File: src/rtl/rmt_seq_pkg.sv
// Shared types and constants for the RemoteComm command sequencer.
package rmt_seq_pkg;

  typedef enum logic [2:0] {
    S_IDLE,
    S_SEND,
    S_WAIT_SNT,
    S_WAIT_RESP,
    S_CHECK,
    S_FIN
  } seq_state_t;

  localparam logic [1:0] ERR_NONE  = 2'b00;
  localparam logic [1:0] ERR_TMO   = 2'b01;
  localparam logic [1:0] ERR_RESP  = 2'b10;
  localparam logic [1:0] ERR_ABORT = 2'b11;

  localparam logic [7:0] RESP_POS_ACK = 8'hA5;

  localparam int SEQ_CMD_W  = 16;
  localparam int SEQ_RESP_W = 8;

  // Entry layout for the default 16-bit command / 8-bit response configuration.
  typedef struct packed {
    logic [SEQ_CMD_W-1:0]  cmd;
    logic [SEQ_RESP_W-1:0] resp;
  } seq_entry_t;

endpackage

File: src/rtl/rmt_seq_buf.sv
// Command/expected-response buffer: append-only write pointer, clear, and
// combinational read by index.
module rmt_seq_buf #(
  parameter  int DEPTH  = 8,
  parameter  int CMD_W  = 16,
  parameter  int RESP_W = 8,
  localparam int CW     = $clog2(DEPTH + 1),
  localparam int IW     = $clog2(DEPTH)
) (
  input  logic              clk,
  input  logic              rst_n,
  input  logic              wr_en,
  input  logic [CMD_W-1:0]  wr_cmd,
  input  logic [RESP_W-1:0] wr_resp,
  input  logic              clr,
  input  logic [IW-1:0]     rd_idx,
  output logic [CMD_W-1:0]  rd_cmd,
  output logic [RESP_W-1:0] rd_resp,
  output logic [CW-1:0]     count,
  output logic              full
);

  logic [CMD_W-1:0]  cmd_mem  [DEPTH];
  logic [RESP_W-1:0] resp_mem [DEPTH];
  logic              wr_ok;

  assign full  = (count == CW'(DEPTH));
  assign wr_ok = wr_en && !full && !clr;

  always_ff @(posedge clk or negedge rst_n) begin
    if (!rst_n) begin
      count <= '0;
    end else if (clr) begin
      count <= '0;
    end else if (wr_ok) begin
      count <= count + CW'(1);
    end
  end

  // NOTE: storage has no reset; contents are meaningless until count covers them.
  always_ff @(posedge clk) begin
    if (wr_ok) begin
      cmd_mem[count[IW-1:0]]  <= wr_cmd;
      resp_mem[count[IW-1:0]] <= wr_resp;
    end
  end

  assign rd_cmd  = cmd_mem[rd_idx];
  assign rd_resp = resp_mem[rd_idx];

endmodule

File: src/rtl/rmt_cmd_sequencer.sv
// Runs a loaded list of {cmd, expected resp} through RemoteComm, one at a time,
// with a per-command timeout, and reports pass/fail with index and cause.
module rmt_cmd_sequencer
  import rmt_seq_pkg::*;
#(
  parameter  int DEPTH   = 8,
  parameter  int CMD_W   = 16,
  parameter  int RESP_W  = 8,
  parameter  int TMO_W   = 24,
  parameter  int TMO_CYC = 10000000,
  localparam int CW      = $clog2(DEPTH + 1),
  localparam int IW      = $clog2(DEPTH)
) (
  input  logic              clk,
  input  logic              rst_n,
  input  logic              wr_en,
  input  logic [CMD_W-1:0]  wr_cmd,
  input  logic [RESP_W-1:0] wr_resp,
  input  logic              clr,
  input  logic              start,
  input  logic              abort,
  output logic [CMD_W-1:0]  cmd,
  output logic              snd_cmd,
  input  logic              cmd_snt,
  input  logic              resp_rdy,
  input  logic [RESP_W-1:0] resp,
  output logic              busy,
  output logic              full,
  output logic [CW-1:0]     count,
  output logic              done,
  output logic              pass,
  output logic              fail,
  output logic [IW-1:0]     err_idx,
  output logic [1:0]        err_code,
  output logic [CW-1:0]     n_ok
);

  seq_state_t        state, state_nxt;
  logic [IW-1:0]     idx, rd_idx;
  logic [CMD_W-1:0]  rd_cmd;
  logic [RESP_W-1:0] rd_resp, exp_resp, got_resp;
  logic [TMO_W-1:0]  timer;
  logic              idle, tmo_hit, last_entry;
  logic              ld_cmd, latch_resp, set_pass, set_fail, inc_ok, clr_res;
  logic [1:0]        fail_code;

  assign idle       = (state == S_IDLE);
  assign busy       = (state != S_IDLE) && (state != S_FIN);
  assign done       = (state == S_FIN);
  assign snd_cmd    = (state == S_SEND) && !abort;
  assign tmo_hit    = (timer == TMO_W'(TMO_CYC - 1));
  assign last_entry = (CW'(idx) + CW'(1) == count);

  rmt_seq_buf #(.DEPTH(DEPTH), .CMD_W(CMD_W), .RESP_W(RESP_W)) u_buf (
    .clk     (clk),
    .rst_n   (rst_n),
    .wr_en   (wr_en && idle),
    .wr_cmd  (wr_cmd),
    .wr_resp (wr_resp),
    .clr     (clr && idle),
    .rd_idx  (rd_idx),
    .rd_cmd  (rd_cmd),
    .rd_resp (rd_resp),
    .count   (count),
    .full    (full)
  );

  always_ff @(posedge clk or negedge rst_n) begin
    if (!rst_n) state <= S_IDLE;
    else        state <= state_nxt;
  end

  // NOTE: every output of this block gets a default first, so no path infers a latch.
  always_comb begin
    state_nxt  = state;
    rd_idx     = idx;
    ld_cmd     = 1'b0;
    latch_resp = 1'b0;
    set_pass   = 1'b0;
    set_fail   = 1'b0;
    fail_code  = ERR_NONE;
    inc_ok     = 1'b0;
    clr_res    = idle && (start || clr);
    unique case (state)
      S_IDLE: begin
        if (start) begin
          if (count == '0) begin
            set_pass  = 1'b1;
            state_nxt = S_FIN;
          end else begin
            rd_idx    = '0;
            ld_cmd    = 1'b1;
            state_nxt = S_SEND;
          end
        end
      end
      S_SEND: state_nxt = S_WAIT_SNT;
      S_WAIT_SNT, S_WAIT_RESP: begin
        if (resp_rdy) begin
          latch_resp = 1'b1;
          state_nxt  = S_CHECK;
        end else if (tmo_hit) begin
          set_fail  = 1'b1;
          fail_code = ERR_TMO;
          state_nxt = S_FIN;
        end else if (state == S_WAIT_SNT && cmd_snt) begin
          state_nxt = S_WAIT_RESP;
        end
      end
      S_CHECK: begin
        if (got_resp != exp_resp) begin
          set_fail  = 1'b1;
          fail_code = ERR_RESP;
          state_nxt = S_FIN;
        end else begin
          inc_ok = 1'b1;
          if (last_entry) begin
            set_pass  = 1'b1;
            state_nxt = S_FIN;
          end else begin
            rd_idx    = idx + IW'(1);
            ld_cmd    = 1'b1;
            state_nxt = S_SEND;
          end
        end
      end
      S_FIN:   state_nxt = S_IDLE;
      default: state_nxt = S_IDLE;
    endcase
    // Abort overrides whatever the current state decided.
    if (busy && abort) begin
      ld_cmd     = 1'b0;
      latch_resp = 1'b0;
      set_pass   = 1'b0;
      inc_ok     = 1'b0;
      set_fail   = 1'b1;
      fail_code  = ERR_ABORT;
      state_nxt  = S_FIN;
    end
  end

  always_ff @(posedge clk or negedge rst_n) begin
    if (!rst_n) begin
      idx      <= '0;
      cmd      <= '0;
      exp_resp <= '0;
      got_resp <= '0;
      timer    <= '0;
      pass     <= 1'b0;
      fail     <= 1'b0;
      err_idx  <= '0;
      err_code <= ERR_NONE;
      n_ok     <= '0;
    end else begin
      // Timer is zeroed on entry to SEND so done lands TMO_CYC cycles after snd_cmd.
      if (ld_cmd) begin
        idx      <= rd_idx;
        cmd      <= rd_cmd;
        exp_resp <= rd_resp;
        timer    <= '0;
      end else if (busy) begin
        timer <= timer + TMO_W'(1);
      end
      if (latch_resp) got_resp <= resp;
      if (clr_res) begin
        pass     <= 1'b0;
        fail     <= 1'b0;
        err_idx  <= '0;
        err_code <= ERR_NONE;
        n_ok     <= '0;
      end
      if (inc_ok)   n_ok <= n_ok + CW'(1);
      if (set_pass) pass <= 1'b1;
      if (set_fail) begin
        fail     <= 1'b1;
        err_code <= fail_code;
        err_idx  <= idx;
      end
    end
  end

endmodule
File: config.mk
export PLATFORM = sky130hd
export DESIGN_NAME = rmt_cmd_sequencer
export DESIGN_NICKNAME = d
export VERILOG_FILES = /design/src/rtl/rmt_seq_pkg.sv /design/src/rtl/rmt_seq_buf.sv /design/src/rtl/rmt_cmd_sequencer.sv
export SDC_FILE = /design/constraint.sdc
export NUM_CORES = 1
export LEC_CHECK = 0
export ABC_AREA = 1
export CAP_MARGIN = 40
export CORE_MARGIN = 2
export CORE_UTILIZATION = 31
export DETAILED_ROUTE_END_ITERATION = 10
export SYNTH_ARGS = -nofsm -noshare
export SYNTH_HDL_FRONTEND = slang
export SYNTH_SLANG_ARGS = --single-unit
File: constraint.sdc
create_clock -name clk -period 3.8 [get_ports clk]
set_input_delay 0.76 -clock clk [delete_from_list [all_inputs] [get_ports clk]]
set_output_delay 0.76 -clock clk [all_outputs]
set_load 0.01 [all_outputs]
==> metrics <==
Slew Viols, Final 0; core area between 30,000 and 40,000 µm²; Switching Fraction 0.363; critical path class reg2out; CTS clk-pin slew, worst paths 0.06 ns; most frequent cells in the layout nand3_1 (330), nand2_1 (216), edfxtp_1 (192); post-route ant nets 0; gr ovfl total 0; area growth from synthesis to layout 18.8%; CTS Hold Bufs 0; Max Cap Viol 0; placed cell count between 1.5k and 2k; endpoints failing hold 0; Cell Count, Final, Fillers Out between 1.5k and 2k; initial antenna violation count 0; Initial Utilization 0.314; routability congestion estimate from global placement about 0.89; sequential cell fraction of total power 0.380; Slew @ Worst Pin about 0.85 ns; f_max ~330 MHz; first-pass GRT wire length around 48,000 µm; number of vias per cell slightly below 5; fraction of layout cells with a size suffix above 1 0.0766; Leakage roughly 6 nW; setup bufs post-CTS 0; clock skew about 0.017 ns; vias in the first global route 8,859; R2R Setup Slk 0.84 ns; routed wire length 30,300 µm; Power Total 9.86 mW; Power Internal roughly 6.3 mW; crit-path most repeated cell inv_1; power per cell area 681 nW/µm²; filler instances around 3.8k; WL per Instance between 15 and 20 µm; commonest non-fill, non-tap cell in the layout nand3_1; status complete, no violations; nets@finish approximately 1.3k; DRT Pass-1 Iters 5; startpoint types flip-flop; H-tree depth 1; crit path launch state[2]; data required time at the worst endpoint slightly above 3 ns; Tmin final between 3 and 4 ns; number of diodes 0; Clock power frac 0.281; Layout Utilization 0.374; Yosys reg bits approximately 270; CTS tree done; routed via count approximately 8.9k; DIE AREA roughly 41,000 µm²; mean post-synth cell area about 10 µm²; Yosys warnings 0; CP Capture Type output port; clock tree sinks approximately 270; final setup TNS 0 ns; Die Ht just over 200 µm; site row count between 70 and 80; RR Startpoint idx[0]; period utilization 0.807; Cell Chain, Critical Path inv_1 > nand2_1 > inv_1 > nor2_1 > clkdlybuf4s50_1; Max IR drop VDD around 380 µV; Largest stage delay, worst path ~0.61 ns; initial DRC count between 700 and 800; Die X between 200 and 250 µm; GRT Overall Usage 0.149; Mapped Cells 1,228; register area share after synthesis 0.632; post_cts resized 0; syn nets between 1k and 1.5k; largest net degree at the start of global routing 97; RSZ-0062 raised after global routing false; worst min path class in2async; endpoints failing setup 0; CP max-delay cell clkdlybuf4s50_1; DPL Wire Length between 15,000 and 20,000 µm; IO Port Bufs 74; Remaining DRCs 0; RR Endpoint exp_resp[7]; worst skew pair latency approximately 0.58 ns; CTS max path bufs 3; CP Max Fanout 8; Worst Reg-to-Reg Cells 15; logic gate share of total power 0.339; Slew HR 0.432; WP data arrival ~2.3 ns; switching power of the nets between 3 and 4 mW; Yosys cell types 34; CTS buffer count 28; CTS root buffer clkbuf_16; Top Ports 75; mapped cell area 12,200 µm²
area by class of cell:
| cell class | count | area (µm²) | share of cell area |
|---|---|---|---|
| clock buffers | 33 | 749 | 0.0518 |
| inverters | 167 | 627 | 0.0433 |
| well taps | 518 | 648 | 0.0448 |
| flip-flops and latches | 269 | 7690 | 0.532 |
| repair buffers | 100 | 966 | 0.0667 |
| clock inverters | 18 | 189 | 0.0131 |
| multi-input cells | 731 | 3600 | 0.249 |
worst max-delay path, delay by kind of cell, from the launching register on:
kind / cells / cell delay (ns)
buffers and inverters: 3 / 0.90
flip-flops: 1 / 0.34
AND/OR/NAND/NOR: 2 / 0.50
cells in the mapped netlist (all sizes together):
library cell	number	area, µm²
a21boi	1	7.51
a21oi	17	88.8
a22o	2	17.5
a31oi	1	6.26
buf	42	245
clkbuf	19	71.3
dfrtp	77	1930
edfxtp	192	5770
ha	5	62.6
inv	167	627
mux2	1	11.3
nand2	220	841
nand3	333	1680
nand4	14	93.8
nor2	53	221
nor3	22	110
nor4	4	25.0
o21a	1	7.51
o21ai	36	184
o22ai	1	6.26
xnor2	1	8.76
xor2	19	166
metal layers:
metal / global-route usage / vias up / share of wire
li1: - / 4294 / -
met1: 0.206 / 4328 / 0.46
met2: 0.242 / 240 / 0.46
met3: 0.0235 / 54 / 0.054
met4: 0.0404 / 0 / 0.021
met5: 0 / - / 0
logic make-up after synthesis:
| group | synth area share |
|---|---|
| buffers and inverters | 0.0775 |
| DFF | 0.632 |
| muxes | 0.000925 |
| adders and majority gates | 0.00514 |
| and+or+nand+nor | 0.244 |
| AOI/OAI and AO/OA | 0.0261 |
| xor gates and xnor gates | 0.0144 |
sequential cells by signal, indices dropped and copies added, names as in the netlist:
| signal | cells |
|---|---|
| cmd | 16 |
| u_buf.resp_mem | 64 |
| pass | 1 |
| got_resp | 8 |
| timer | 24 |
| state | 3 |
| idx | 3 |
| fail | 1 |
| err_idx | 3 |
| u_buf.count | 4 |
| u_buf.cmd_mem | 128 |
| err_code | 2 |
| exp_resp | 8 |
| n_ok | 4 |
power by group through the flow:
stage          clock (mW)  sequential [mW]  combinational, mW
5_1_grt              2.95             3.79               3.76
4_1_cts              2.84             3.75               3.38
3_3_place_gp            0             3.80               3.28
2_1_floorplan           0             3.78               2.21
6_report             2.78             3.75               3.34
3_5_place_dp            0             3.80               3.36
through the flow:
step                hold slack, ns  instance area, µm²  setup slack [ns]
floorplan                    0.464               12200             0.104
detailed placement           0.480               13500             0.730
finish                       0.265               14500             0.733
global route                 0.314               14500             0.480
CTS                          0.280               14500             0.713
global placement             0.486               13500             0.735
worst max path at each step:
stage,endpoint,cells past startpoint
after floorplan,u_buf.cmd_mem[0][0],9
after global placement,u_buf.cmd_mem[6][11],8
after detailed placement,u_buf.cmd_mem[2][11],8
after CTS,busy,5
after global routing,exp_resp[5],16
final,busy,5
No activity file was read; power rests on OpenSTA's default activity.
